File: config.mk
export PLATFORM = sky130hd
export DESIGN_NAME = mem_access_ctrl_flat
export DESIGN_NICKNAME = d
export VERILOG_FILES = /design/src/rtl/mem_access_ctrl_if.sv /design/src/rtl/mem_access_ctrl.sv /design/src/flat_wrapper.sv
export SDC_FILE = /design/constraint.sdc
export NUM_CORES = 1
export LEC_CHECK = 0
export ABC_CLOCK_PERIOD_IN_PS = 2550
export CAP_MARGIN = 15
export CORE_MARGIN = 3
export CORE_UTILIZATION = 47
export CTS_BUF_LIST = sky130_fd_sc_hd__clkbuf_4 sky130_fd_sc_hd__clkbuf_8
export DETAILED_ROUTE_END_ITERATION = 7
export PLACE_DENSITY_LB_ADDON = 0.2
export SKIP_CTS_REPAIR_TIMING = 1
export SLEW_MARGIN = 25
export SYNTH_ARGS = -nofsm -noshare
export SYNTH_HDL_FRONTEND = slang
export SYNTH_SLANG_ARGS = --single-unit
File: constraint.sdc
create_clock -name clk -period 2.55 [get_ports clk]
set_input_delay 0.3825 -clock clk [delete_from_list [all_inputs] [get_ports clk]]
set_output_delay 0.3825 -clock clk [all_outputs]
set_load 0.05 [all_outputs]
File: src/rtl/mem_access_ctrl_if.sv
// mem_access_ctrl_if: request, memory and response signals of the memory
// access controller, bundled so the controller and its environment share one
// port.
//   req_valid/req_ready/req_op/req_addr/req_wdata : request handshake + fields
//   mem_addr/mem_wr/mem_wdata/mem_rdata           : word-wide data memory port
//   rsp_valid/rsp_rdata/rsp_err                   : one-cycle completion
// master: requester / memory side.  slave: the controller.
interface mem_access_ctrl_if;
  logic        req_valid;
  logic        req_ready;
  logic [2:0]  req_op;
  logic [31:0] req_addr;
  logic [31:0] req_wdata;
  logic [31:0] mem_addr;
  logic        mem_wr;
  logic [31:0] mem_wdata;
  logic [31:0] mem_rdata;
  logic        rsp_valid;
  logic [31:0] rsp_rdata;
  logic        rsp_err;

  modport master (
    output req_valid, req_op, req_addr, req_wdata, mem_rdata,
    input  req_ready, mem_addr, mem_wr, mem_wdata, rsp_valid, rsp_rdata, rsp_err
  );

  modport slave (
    input  req_valid, req_op, req_addr, req_wdata, mem_rdata,
    output req_ready, mem_addr, mem_wr, mem_wdata, rsp_valid, rsp_rdata, rsp_err
  );
endinterface

File: src/rtl/mem_access_ctrl.sv
// mem_access_ctrl: multicycle load/store sequencer in front of a word-wide
// data memory. One request at a time; byte/halfword stores are done as
// read-modify-write, loads return the selected lane zero-extended.
//   clk      : system clock, rising edge
//   reset_n  : asynchronous active-low reset
//   bus      : mem_access_ctrl_if.slave (request, memory port, response)
//   MEM_LAT  : memory read latency in cycles, 1..4
//
//   state    | meaning
//   ST_IDLE  | ready for a request, memory port idle
//   ST_READ  | word read in flight, MEM_LAT cycles
//   ST_WRITE | single-cycle write strobe
//   ST_RESP  | one-cycle completion pulse
module mem_access_ctrl #(
  parameter int MEM_LAT = 1
) (
  input  logic             clk,
  input  logic             reset_n,
  mem_access_ctrl_if.slave bus
);

  localparam logic [2:0] OP_SB = 3'b000;
  localparam logic [2:0] OP_SW = 3'b001;
  localparam logic [2:0] OP_SH = 3'b010;
  localparam logic [2:0] OP_LB = 3'b011;
  localparam logic [2:0] OP_LW = 3'b100;
  localparam logic [2:0] OP_LH = 3'b101;

  localparam logic [1:0] CNT_LOAD = 2'(MEM_LAT - 1);

  typedef enum logic [1:0] {
    ST_IDLE  = 2'd0,
    ST_READ  = 2'd1,
    ST_WRITE = 2'd2,
    ST_RESP  = 2'd3
  } state_t;

  state_t      state;
  state_t      state_nxt;
  logic [2:0]  op_q;
  logic [1:0]  lane_q;
  logic [15:0] wdata_q;
  logic [1:0]  cnt;
  logic [31:0] mem_addr_q;
  logic [31:0] mem_wdata_q;
  logic [31:0] rsp_rdata_q;
  logic        rsp_err_q;
  logic        accept;
  logic        req_misaligned;
  logic        req_err;
  logic        read_done;
  logic        sub_store_q;

  assign accept      = bus.req_valid && (state == ST_IDLE);
  assign read_done   = (state == ST_READ) && (cnt == 2'd0);
  assign sub_store_q = (op_q == OP_SB) || (op_q == OP_SH);

  always_comb begin
    req_misaligned = 1'b0;
    case (bus.req_op)
      OP_SH, OP_LH: req_misaligned = bus.req_addr[0];
      OP_SW, OP_LW: req_misaligned = |bus.req_addr[1:0];
      default:      req_misaligned = 1'b0;
    endcase
  end

  // 110/111 are the only illegal encodings
  assign req_err = (bus.req_op[2] & bus.req_op[1]) | req_misaligned;

  // Insert the store byte/halfword into its lane, keeping the other lanes.
  function automatic logic [31:0] merge_lane(input logic [31:0] word,
                                             input logic [2:0]  op,
                                             input logic [1:0]  lane,
                                             input logic [15:0] wd);
    logic [31:0] r;
    r = word;
    if (op == OP_SB) begin
      case (lane)
        2'd0:    r[7:0]   = wd[7:0];
        2'd1:    r[15:8]  = wd[7:0];
        2'd2:    r[23:16] = wd[7:0];
        default: r[31:24] = wd[7:0];
      endcase
    end else if (lane[1]) begin
      r[31:16] = wd;
    end else begin
      r[15:0] = wd;
    end
    return r;
  endfunction

  function automatic logic [31:0] extract_lane(input logic [31:0] word,
                                               input logic [2:0]  op,
                                               input logic [1:0]  lane);
    logic [31:0] r;
    r = word;
    if (op == OP_LB) begin
      case (lane)
        2'd0:    r = {24'd0, word[7:0]};
        2'd1:    r = {24'd0, word[15:8]};
        2'd2:    r = {24'd0, word[23:16]};
        default: r = {24'd0, word[31:24]};
      endcase
    end else if (op == OP_LH) begin
      r = lane[1] ? {16'd0, word[31:16]} : {16'd0, word[15:0]};
    end
    return r;
  endfunction

  always_ff @(posedge clk or negedge reset_n) begin
    if (!reset_n) begin
      state <= ST_IDLE;
    end else begin
      state <= state_nxt;
    end
  end

  always_comb begin
    state_nxt = state;
    case (state)
      ST_IDLE: begin
        if (accept) begin
          if (req_err)                   state_nxt = ST_RESP;
          else if (bus.req_op == OP_SW)  state_nxt = ST_WRITE;
          else                           state_nxt = ST_READ;
        end
      end
      ST_READ: begin
        if (cnt == 2'd0) state_nxt = sub_store_q ? ST_WRITE : ST_RESP;
      end
      ST_WRITE: state_nxt = ST_RESP;
      ST_RESP:  state_nxt = ST_IDLE;
      default:  state_nxt = ST_IDLE;
    endcase
  end

  // Strobes decode straight from state so a reset drops them immediately.
  always_comb begin
    bus.req_ready = 1'b0;
    bus.mem_wr    = 1'b0;
    bus.rsp_valid = 1'b0;
    case (state)
      ST_IDLE:  bus.req_ready = 1'b1;
      ST_WRITE: bus.mem_wr    = 1'b1;
      ST_RESP:  bus.rsp_valid = 1'b1;
      default:  ;
    endcase
  end

  assign bus.mem_addr  = mem_addr_q;
  assign bus.mem_wdata = mem_wdata_q;
  assign bus.rsp_rdata = rsp_rdata_q;
  assign bus.rsp_err   = rsp_err_q;

  // Read-latency timer; reaching zero marks the capture edge.
  always_ff @(posedge clk or negedge reset_n) begin
    if (!reset_n) begin
      cnt <= 2'd0;
    end else if (accept) begin
      cnt <= CNT_LOAD;
    end else if ((state == ST_READ) && (cnt != 2'd0)) begin
      cnt <= cnt - 2'd1;
    end
  end

  always_ff @(posedge clk or negedge reset_n) begin
    if (!reset_n) begin
      op_q        <= 3'd0;
      lane_q      <= 2'd0;
      wdata_q     <= 16'd0;
      mem_addr_q  <= 32'd0;
      mem_wdata_q <= 32'd0;
      rsp_rdata_q <= 32'd0;
      rsp_err_q   <= 1'b0;
    end else if (accept) begin
      op_q        <= bus.req_op;
      lane_q      <= bus.req_addr[1:0];
      wdata_q     <= bus.req_wdata[15:0];
      mem_addr_q  <= {bus.req_addr[31:2], 2'b00};
      rsp_rdata_q <= 32'd0;
      rsp_err_q   <= req_err;
      if (!req_err && (bus.req_op == OP_SW)) mem_wdata_q <= bus.req_wdata;
    end else if (read_done) begin
      if (sub_store_q) mem_wdata_q <= merge_lane(bus.mem_rdata, op_q, lane_q, wdata_q);
      else             rsp_rdata_q <= extract_lane(bus.mem_rdata, op_q, lane_q);
    end
  end

endmodule

File: src/flat_wrapper.sv
// flat-port wrapper written by rule: the top's interface ports become plain ports
module mem_access_ctrl_flat 
#(
  parameter int MEM_LAT = 1
)
  (clk, reset_n, bus_req_valid, bus_req_op, bus_req_addr, bus_req_wdata, bus_mem_rdata, bus_req_ready, bus_mem_addr, bus_mem_wr, bus_mem_wdata, bus_rsp_valid, bus_rsp_rdata, bus_rsp_err);
  mem_access_ctrl_if bus_i ();
  input  logic clk;
  input  logic reset_n;
  input wire logic [$bits(bus_i.req_valid)-1:0] bus_req_valid;
  input wire logic [$bits(bus_i.req_op)-1:0] bus_req_op;
  input wire logic [$bits(bus_i.req_addr)-1:0] bus_req_addr;
  input wire logic [$bits(bus_i.req_wdata)-1:0] bus_req_wdata;
  input wire logic [$bits(bus_i.mem_rdata)-1:0] bus_mem_rdata;
  output wire logic [$bits(bus_i.req_ready)-1:0] bus_req_ready;
  output wire logic [$bits(bus_i.mem_addr)-1:0] bus_mem_addr;
  output wire logic [$bits(bus_i.mem_wr)-1:0] bus_mem_wr;
  output wire logic [$bits(bus_i.mem_wdata)-1:0] bus_mem_wdata;
  output wire logic [$bits(bus_i.rsp_valid)-1:0] bus_rsp_valid;
  output wire logic [$bits(bus_i.rsp_rdata)-1:0] bus_rsp_rdata;
  output wire logic [$bits(bus_i.rsp_err)-1:0] bus_rsp_err;
  assign bus_i.req_valid = bus_req_valid;
  assign bus_i.req_op = bus_req_op;
  assign bus_i.req_addr = bus_req_addr;
  assign bus_i.req_wdata = bus_req_wdata;
  assign bus_i.mem_rdata = bus_mem_rdata;
  assign bus_req_ready = bus_i.req_ready;
  assign bus_mem_addr = bus_i.mem_addr;
  assign bus_mem_wr = bus_i.mem_wr;
  assign bus_mem_wdata = bus_i.mem_wdata;
  assign bus_rsp_valid = bus_i.rsp_valid;
  assign bus_rsp_rdata = bus_i.rsp_rdata;
  assign bus_rsp_err = bus_i.rsp_err;
  mem_access_ctrl #(.MEM_LAT(MEM_LAT)) u_core (.clk(clk), .reset_n(reset_n), .bus(bus_i));
endmodule
==> out/results.tsv <==
metric	value	unit
final_antenna_net_count	0	
reg2regPathDepth	4	
r2r_start	u_core.op_q[2]$_DFFE_PN0P_	
peakVddDrop	0.847	mV
synth_ff_type	dfrtp_1	
route.detailed.drc	0	
start_util	48.8	%
ys_ff_latch	120	
maxCapViolCount	0	
skew	6.68	ps
critical_path_buf_inv_count	2	
final_util	70.4	%
final_common_cell	clkdlybuf4s50_1	
synth_cell_type_count	49	
grt.busiest_layer	met2	
cellLeakagePower	3.88	nW
slowest_stage	clkdlybuf4s50_1	
vias_per_cell	5.77	
place_ws	196	ps
met1_usage	34.6	%
synth_area	5940	sq um
firstDrtPassIters	5	
pwr-share-clk	16.1	%
die_w	118	um
period_needed	2330	ps
start_kind	register	
r2r_setup_slack	390	ps
worstSetupPathType	register to output port	
finalWirelength	19000	um
crit_path_cell_trace	inv_1 > ha_1 > clkdlybuf4s50_1	
synthArstFlopShare	100	%
hold_path_class	input pin to asynchronous set/reset pin	
numCtsBuffers	17	
synth-edff-count	0	
slowest_delay	810	ps
die_h	118	um
seq_area_frac_synth	50.6	%
grt.met2_usage	42.7	%
grt_max_degree	50	
reg2reg_to	u_core.bus.mem_wdata[20]$_DFFE_PN0P_	
coreArea	12200	sq um
max_slew_margin	56.6	%
cts_num_sinks	120	
insertion_delay	440	ps
rows	40	
mostFrequentLayoutCells	197 x clkdlybuf4s50_1, 186 x nand2_1, 120 x dfrtp_1	
grt_pass1_wl	30100	um
die_area	14000	sq um
n_antenna_cell	0	
dp_hpwl	13800	um
routedWlPerCell	19.2	um
place_congestion	0.884	
worst_pin_slew	642	ps
internal_power	6.52	mW
met3_usage	8.42	%
grt_pass1_vias	5650	
overflow	0	
status	finished, final reports clean	
dr.first_iter.drc_count	603	
setup_viol	0	
syn_avg_cell_area	9.60	sq um
switchingPower	5.86	mW
cts_max_level	4	
max_freq	430	MHz
track_usage	27.1	%
drive_gt1_share	11.6	%
path_clk_slew	60	ps
p_comb_share	56.5	%
vias	5697	
report.final.slew_viol_count	0	
worstPathRequired	2170	ps
end_kind	output port	
grt_setup_unrepaired	no	
antenna_found_initial	0	
p_seq_share	27.4	%
clockBufferDepth	2	
finalSetupTns	0	ps
setup_slack	224	ps
synthCells	618	
clockRootBuffer	clkbuf_8	
crit_family	buffers and inverters	
ys_warn_count	0	
p_per_area	1450	nW/um^2
path_max_fanout	4	
p_sw_share	47.3	%
whs	405	ps
io_pins	202	
area_growth_syn_to_layout	44.3	%
nNetsFinal	916	
cts_tree	done	
portBuffers	199	
finalCritPeriodShare	91.2	%
hold_viol	0	
cp.arrival	1940	ps
[stage by stage]
step                      instances  total power [mW]  area (sq um)
after floorplan                 619              8.01          5940
after global placement          957              10.2          8100
after detailed placement        957              10.4          8100
after CTS                       987              12.4          8550
after global routing            988              13.0          8560
final                           988              12.4          8560
[power by group through the flow]
stage	clock network [mW]	logic, mW	registers, mW
after global routing	2.10	7.40	3.49
after floorplan	0	2.58	5.43
after CTS	2.01	7.00	3.38
after global placement	0	6.83	3.35
final	1.99	6.99	3.40
after detailed placement	0	6.97	3.40
[logic make-up after synthesis]
group	synth area share (%)
compound gates	13.2
xor+xnor	0.295
fa+ha+maj	1.05
buf+inv	4.85
flops	50.6
mux	8.60
other cells	0.0632
simple gates	21.3
[worst max-delay path by stage]
stage,startpoint,slack (ps),endpoint,cells past startpoint
final,u_core.state[0]$_DFFE_PN0P_,220,bus_mem_wr,3
after global routing,u_core.state[0]$_DFFE_PN0P_,140,bus_mem_wr,3
after CTS,u_core.state[0]$_DFFE_PN0P_,40,bus_req_ready,3
after detailed placement,bus_req_op[0],200,u_core.bus.mem_wdata[20]$_DFFE_PN0P_,5
after global placement,bus_req_op[0],240,u_core.bus.mem_wdata[30]$_DFFE_PN0P_,5
after floorplan,u_core.state[0]$_DFFE_PN0P_,140,u_core.bus.mem_wdata[22]$_DFFE_PN0P_,8
[synthesized netlist by cell type, types with 12 or more instances]
master / instances / area (sq um)
nor3_1: 32 / 160
dfrtp_1: 120 / 3000
a22o_1: 16 / 140
nand3_1: 18 / 90.1
a21oi_1: 12 / 60.1
inv_1: 14 / 52.6
nand2_1: 187 / 702
mux2i_1: 24 / 240
clkbuf_1: 23 / 86.3
o21ai_0: 27 / 135
a31oi_1: 17 / 106
buf_2: 12 / 60.1
[registers in the layout, indices dropped and copies added, names as in the netlist]
signal / count
u_core.bus.mem_wdata: 32
u_core.bus.rsp_rdata: 32
u_core.bus.mem_addr: 30
u_core.wdata_q: 16
u_core.op_q: 3
u_core.cnt: 2
u_core.lane_q: 2
u_core.state: 2
u_core.bus.rsp_err: 1
[worst reg2reg max path: stages, from the launching register on]
cell      delay, ps
dfrtp_1         500
nor4b_1         600
nand2b_1        510
mux2i_1         160
a211oi_1        290
[layer usage]
| layer | vias up | routed length (um) |
|---|---|---|
| met1 | 2781 | 7540 |
| met5 | - | 0 |
| li1 | 2531 | - |
| met2 | 331 | 8960 |
| met3 | 54 | 1900 |
| met4 | 0 | 599 |
[final cells by class]
| cell class | instances | area [sq um] |
|---|---|---|
| flip-flops and latches | 120 | 3000 |
| multi-input cells | 439 | 2660 |
| repair buffers | 217 | 2180 |
| clock inverters | 8 | 170 |
| fillers | 911 | 3600 |
| well taps | 168 | 210 |
| inverters | 14 | 52.6 |
| clock buffers | 22 | 284 |
Note: power is estimated with default switching activity, not from simulation.
